$ cat src/rtl/imem_loader_pkg.sv
// Shared definitions for the instruction-memory loader: FSM state encoding
// and stream framing constants.
package imem_loader_pkg;

    // Loader FSM states.
    typedef enum logic [2:0] {
        LEN_HI = 3'd0,  // waiting for word-count MSB
        LEN_LO = 3'd1,  // waiting for word-count LSB
        DATA   = 3'd2,  // receiving instruction bytes
        RUN    = 3'd3,  // image loaded, processor released
        ERR    = 3'd4   // header asked for more words than fit
    } state_e;

    // Number of bytes in the word-count header.
    localparam int HDR_BYTES      = 2;
    // Bytes per instruction word, sent MSB first.
    localparam int BYTES_PER_WORD = 4;

    // Word-count header is 16 bits wide; widen a depth constant to match.
    function automatic logic [15:0] depth_to_len(input int depth);
        return 16'(depth);
    endfunction

endpackage

$ cat src/rtl/imem_loader_packer.sv
// Byte-to-word packer: collects accepted bytes MSB first and flags the
// byte that completes a 32-bit word. The completed word is presented
// combinationally alongside that final byte so the caller can register it.
module byte_to_word_packer
    import imem_loader_pkg::*;
(
    input  logic        clk,
    input  logic        rst_n,
    input  logic        clear,
    input  logic [7:0]  byte_in,
    input  logic        accept,
    output logic [31:0] word,
    output logic        word_valid
);

    localparam logic [1:0] LAST_BYTE = 2'(BYTES_PER_WORD - 1);

    logic [23:0] shreg_q;
    logic [23:0] shreg_d;
    logic [1:0]  byte_cnt_q;
    logic [1:0]  byte_cnt_d;

    // Next-state: shift in accepted bytes, hold while idle, flush on clear.
    always_comb begin
        shreg_d    = shreg_q;
        byte_cnt_d = byte_cnt_q;
        if (clear) begin
            shreg_d    = 24'd0;
            byte_cnt_d = 2'd0;
        end else if (accept) begin
            shreg_d    = {shreg_q[15:0], byte_in};
            byte_cnt_d = byte_cnt_q + 2'd1;
        end
    end

    // Completed word is the three held bytes plus the one arriving now.
    always_comb begin
        word       = {shreg_q, byte_in};
        word_valid = accept && !clear && (byte_cnt_q == LAST_BYTE);
    end

    // Packer state register; a reset drops any partial word.
    always_ff @(posedge clk or negedge rst_n) begin
        if (!rst_n) begin
            shreg_q    <= 24'd0;
            byte_cnt_q <= 2'd0;
        end else begin
            shreg_q    <= shreg_d;
            byte_cnt_q <= byte_cnt_d;
        end
    end

endmodule

$ cat src/rtl/imem_loader.sv
// Instruction-memory loader: parses a length-prefixed big-endian byte
// stream, writes each word into instruction memory and keeps the processor
// in reset until the whole image has landed.
module imem_loader
    import imem_loader_pkg::*;
#(
    parameter int DEPTH  = 64,
    parameter int ADDR_W = 6
) (
    input  logic              clk,
    input  logic              reset,
    input  logic [7:0]        in_data,
    input  logic              in_valid,
    output logic              in_ready,
    input  logic              restart,
    output logic              imem_we,
    output logic [ADDR_W-1:0] imem_addr,
    output logic [31:0]       imem_wdata,
    output logic              cpu_reset,
    output logic              done,
    output logic              error
);

    localparam logic [15:0]     DEPTH_LEN = depth_to_len(DEPTH);
    // Word index carries one extra bit so a full DEPTH-word image can be
    // counted to DEPTH without wrapping before the end-of-image compare.
    localparam logic [ADDR_W:0] IDX_ONE   = (ADDR_W + 1)'(1);

    state_e              state_q;
    state_e              state_d;
    logic [15:0]         len_q;
    logic [15:0]         len_d;
    logic [ADDR_W:0]     word_idx_q;
    logic [ADDR_W:0]     word_idx_d;
    logic [ADDR_W:0]     word_idx_inc;
    logic                imem_we_q;
    logic                imem_we_d;
    logic [ADDR_W-1:0]   imem_addr_q;
    logic [ADDR_W-1:0]   imem_addr_d;
    logic [31:0]         imem_wdata_q;
    logic [31:0]         imem_wdata_d;
    logic                cpu_reset_q;
    logic                cpu_reset_d;
    logic                done_q;
    logic                done_d;
    logic                error_q;
    logic                error_d;

    logic                accept;
    logic                pk_accept;
    logic                pk_clear;
    logic [31:0]         pk_word;
    logic                pk_word_valid;
    logic [15:0]         hdr_len;

    // Handshake: bytes are taken only while parsing header or payload.
    always_comb begin
        in_ready  = (state_q == LEN_HI) || (state_q == LEN_LO) || (state_q == DATA);
        accept    = in_valid && in_ready;
        pk_accept = accept && (state_q == DATA);
        hdr_len   = {len_q[15:8], in_data};
    end

    byte_to_word_packer u_packer (
        .clk        (clk),
        .rst_n      (reset),
        .clear      (pk_clear),
        .byte_in    (in_data),
        .accept     (pk_accept),
        .word       (pk_word),
        .word_valid (pk_word_valid)
    );

    // FSM next-state, write-port and processor-control decode.
    always_comb begin
        state_d      = state_q;
        len_d        = len_q;
        word_idx_d   = word_idx_q;
        word_idx_inc = word_idx_q + IDX_ONE;
        imem_we_d    = 1'b0;
        imem_addr_d  = imem_addr_q;
        imem_wdata_d = imem_wdata_q;
        cpu_reset_d  = 1'b1;
        done_d       = 1'b0;
        pk_clear     = 1'b0;

        case (state_q)
            LEN_HI: begin
                if (accept) begin
                    len_d   = {in_data, 8'h00};
                    state_d = LEN_LO;
                end
            end
            LEN_LO: begin
                if (accept) begin
                    len_d = hdr_len;
                    if (hdr_len > DEPTH_LEN) begin
                        state_d = ERR;
                    end else if (hdr_len == 16'd0) begin
                        state_d = RUN;
                    end else begin
                        state_d    = DATA;
                        word_idx_d = '0;
                        pk_clear   = 1'b1;
                    end
                end
            end
            DATA: begin
                if (pk_word_valid) begin
                    imem_we_d    = 1'b1;
                    imem_addr_d  = word_idx_q[ADDR_W-1:0];
                    imem_wdata_d = pk_word;
                    word_idx_d   = word_idx_inc;
                    if (16'(word_idx_inc) == len_q) begin
                        state_d = RUN;
                    end
                end
            end
            RUN: begin
                if (restart) begin
                    state_d    = LEN_HI;
                    len_d      = 16'd0;
                    word_idx_d = '0;
                    pk_clear   = 1'b1;
                end else begin
                    cpu_reset_d = 1'b0;
                    done_d      = 1'b1;
                end
            end
            ERR: begin
                state_d = ERR;
            end
            default: begin
                state_d = LEN_HI;
            end
        endcase

        // Error is sticky because ERR is only left through reset.
        error_d = (state_d == ERR);
    end

    // State and output registers; reset discards any load in progress but
    // leaves the instruction memory itself untouched.
    always_ff @(posedge clk or negedge reset) begin
        if (!reset) begin
            state_q      <= LEN_HI;
            len_q        <= 16'd0;
            word_idx_q   <= '0;
            imem_we_q    <= 1'b0;
            imem_addr_q  <= '0;
            imem_wdata_q <= 32'd0;
            cpu_reset_q  <= 1'b1;
            done_q       <= 1'b0;
            error_q      <= 1'b0;
        end else begin
            state_q      <= state_d;
            len_q        <= len_d;
            word_idx_q   <= word_idx_d;
            imem_we_q    <= imem_we_d;
            imem_addr_q  <= imem_addr_d;
            imem_wdata_q <= imem_wdata_d;
            cpu_reset_q  <= cpu_reset_d;
            done_q       <= done_d;
            error_q      <= error_d;
        end
    end

    // Drive ports straight from flops so the memory and processor see
    // glitch-free controls.
    always_comb begin
        imem_we    = imem_we_q;
        imem_addr  = imem_addr_q;
        imem_wdata = imem_wdata_q;
        cpu_reset  = cpu_reset_q;
        done       = done_q;
        error      = error_q;
    end

endmodule

$ cat config.mk
export PLATFORM = sky130hd
export DESIGN_NAME = imem_loader
export DESIGN_NICKNAME = d
export VERILOG_FILES = /design/src/rtl/imem_loader_pkg.sv /design/src/rtl/imem_loader_packer.sv /design/src/rtl/imem_loader.sv
export SDC_FILE = /design/constraint.sdc
export NUM_CORES = 1
export LEC_CHECK = 0
export CAP_MARGIN = 30
export CORE_MARGIN = 2
export CORE_UTILIZATION = 61
export CTS_BUF_LIST = sky130_fd_sc_hd__clkbuf_8
export CTS_CLUSTER_DIAMETER = 120
export CTS_CLUSTER_SIZE = 28
export DETAILED_ROUTE_END_ITERATION = 10
export GPL_TIMING_DRIVEN = 0
export PLACE_DENSITY = 0.86
export SETUP_SLACK_MARGIN = 0.15
export SLEW_MARGIN = 15
export SYNTH_ARGS = -nofsm -noshare
export SYNTH_HDL_FRONTEND = slang
export SYNTH_SLANG_ARGS = --single-unit
export TNS_END_PERCENT = 20
$ cat constraint.sdc
create_clock -name clk -period 3.25 [get_ports clk]
set_clock_uncertainty 0.1 [all_clocks]
set_input_delay 0.4875 -clock clk [delete_from_list [all_inputs] [get_ports clk]]
set_output_delay 0.4875 -clock clk [all_outputs]
set_load 0.01 [all_outputs]
==> metrics.yaml <==
fp-row-count: 29
yosys.area_share.simple: 0.178
drc: 0
leakage_uw: 0.00233
ys_seq_elements: 94
area_growth_pct: 22.7
min-delay-path-class: "reg2reg"
synth_area_um2: 3920
max_cap_violations: 0
holdPathStages: 2
rsz0062_at_grt: "false"
post_cts_buffers: 0
crit_chain: "clkdlybuf4s50_1 > or4_4 > or4_4 > a41oi_4 > buf_6 > a22o_2"
firstDrtPassIters: 5
drive_gt1_frac: 0.131
place_area_um2: 4580
vdd_drop_max_v: 0.000500
arrival_ps: 2830
hpwl_um: 5980
synth_nets: 377
path_buf_inv: 2
die-area_um2: 7090
cpMostUsedCell: "or4_4"
ctsHtreeMaxLevel: 3
syn_area_per_cell_um2: 10.8
total_power_uw: 3790
synthAdderAreaFrac: 0.00638
numCtsBuffers: 9
finalSetupViolCount: 0
max_clock_freq_ghz: 0.381
cts_root_buffer: "clkbuf_8"
grt_max_degree: 60
die_h_um: 84.2
drt_iter0_markers: 226
coreArea_um2: 6280
maxSlewHeadroom: 0.389
worst_slew_pin_slew_ps: 910
final_nets: 445
instances_no_fill: 513
synthArstFlopShare: 1.00
cp_slowest_cell: "or4_4"
synthMuxAreaShare: 0.00829
synth-edff-count: 0
ys_top_cells_by_area: "dfrtp_1, nand2_1, a22o_2"
gp_congestion: 0.938
synthesis.instances: 363
cts_max_path_buffers: 2
critical_path.top_delay_family: "simple AND/OR/NAND/NOR gates"
comb_power_share: 0.303
cp_max_fo: 10
slowest_delay_ps: 590
r2r_cells: 7
power_switching_uw: 1240
yosysMostFrequentCell: "nand2_1"
io_buffer_count: 54
grt_pass1_vias: 2953
fill_cells: 406
utilization: 0.767
ys_seq_area_frac: 0.600
period_needed_ps: 2620
ys.warnings.count: 0
cp_num_cells: 6
grt_pass1_wl_um: 14600
yosysUniqueCellTypes: 43
totalWireLength_um: 8610
synthFlopType: "dfrtp_1"
antenna_found_initial: 0
hold_violations: 0
p_per_area_nw_per_um2: 787
place_inst: 495
p_int_uw: 2550
synth_common_cells: "nand2_1, dfrtp_1, a22o_2"
numClockSinks: 94
overflow: 0
synthXorXnorAreaFrac: 0.0246
path_class: "in2reg"
path_clk_slew_ps: 100
avgRoutedWirePerCell_um: 16.8
grt_usage: 0.262
fin_crit_sh: 0.807
status: "finished, final reports clean"
crit_path_start_kind: "input pin"
ant_nets: 0
tritoncts: "done"
multi_input_area_um2: 1470
synth_top_area_share: 0.593
endpoint_kind: "flop"
p_clk_frac: 0.214
diodes: 0
design_area_um2: 4810
report.final.slew_viol_count: 0
viasPerCell: 5.79
p_sw_frac: 0.328
synth.largest_area_cell: "dfrtp_1"
pwr-share-seq: 0.483
clock_latency_ps: 360
seqCellArea_um2: 2350
die_w_um: 84.2
cp.required_ps: 3460
synth_top_family_by_area: "simple AND/OR/NAND/NOR gates"
io_pins: 55
vias: 2968
start_util: 0.625
synth_compound_area_frac: 0.157
[worst register-to-register path: cells and delay by family, from the launching register on]
family	cells	cell delay (ps)
buffers and inverters	4	1010
and+or+nand+nor	2	530
DFF	1	460
muxes	1	260
[through the flow]
step                      hold WS [ps]  worst slack, ps  TNS [ps]
after global placement             356            -1660   -154210
after floorplan                   91.9             1010         0
final                              380              629         0
after detailed placement           361              267         0
after CTS                          385              652         0
after global routing               405              545         0
[power by group through the flow]
stage | Combinational [µW] | Sequential (µW) | Clock (µW)
2_1_floorplan | 693 | 1810 | 0
3_3_place_gp | 1100 | 1820 | 0
3_5_place_dp | 1150 | 1840 | 0
4_1_cts | 1150 | 1820 | 816
5_1_grt | 1250 | 1880 | 872
6_report | 1150 | 1830 | 810
[flip-flops by register name (all words and copies together) (netlist names)]
register	flops
error	1
imem_we	1
imem_addr	6
done	1
imem_wdata	32
cpu_reset	1
state_q	3
u_packer.byte_cnt_q	2
len_q	16
u_packer.shreg_q	24
word_idx_q	7
[final timing paths]
check	from	to	slack [ps]
setup / recovery	in_data[1]	u_packer.shreg_q[20]	630
hold / removal	imem_wdata[13]	imem_wdata[13]	380
setup reg to reg	state_q[2]	word_idx_q[0]	840
hold reg to reg	imem_wdata[13]	imem_wdata[13]	380
max in group asynchronous	reset	imem_wdata[11]	1890
min in group asynchronous	reset	imem_wdata[28]	520
[cells in the final DEF (no fill, tap or decap), types with 3 or more instances in the layout]
cell and count:
clkdlybuf4s50_1 53, a22o_2 25, clkbuf_1 17, nand2b_1 7, dfrtp_1 93, nor2_1 5, nand3_1 11, a21o_1 5
xnor2_1 9, clkbuf_8 9, nand2_1 119, a21oi_1 7, inv_6 3, o31ai_1 5, a22o_1 16, inv_1 3
o21ai_0 4
[cell type report]
class,instances,share of cell area
clock buffers,9,0.0257
flip-flops and latches,94,0.489
inverters,3,0.00234
well taps,77,0.0200
repair buffers,57,0.121
plain buffers,20,0.0187
multi-input cells,246,0.305
clock inverters,7,0.0185
[cell families (layout without fill, tap and decap cells)]
group	after synthesis	count (layout)
buffers and inverters	23	96
muxes	3	3
adders and majority gates	2	2
DFF	94	94
and+or+nand+nor	159	159
xor gates and xnor gates	11	11
AOI/OAI and AO/OA	71	71
[routing by layer]
metal | GRT usage | wire, µm | share of wire
met1 | 0.379 | 3770 | 0.44
met2 | 0.395 | 4100 | 0.48
met3 | 0.0521 | 573 | 0.067
met4 | 0.107 | 163 | 0.019
met5 | 0 | 0 | 0
[what timing repair did]
| item | 4_1_cts | 5_1_grt |
|---|---|---|
| resized for setup | 0 | 0 |
| hold buffers | 1 | 0 |
| endpoints found under the setup margin | 0 | 0 |
| endpoints found under the hold margin | 34 | 0 |
No activity file was read; power rests on OpenSTA's default activity.
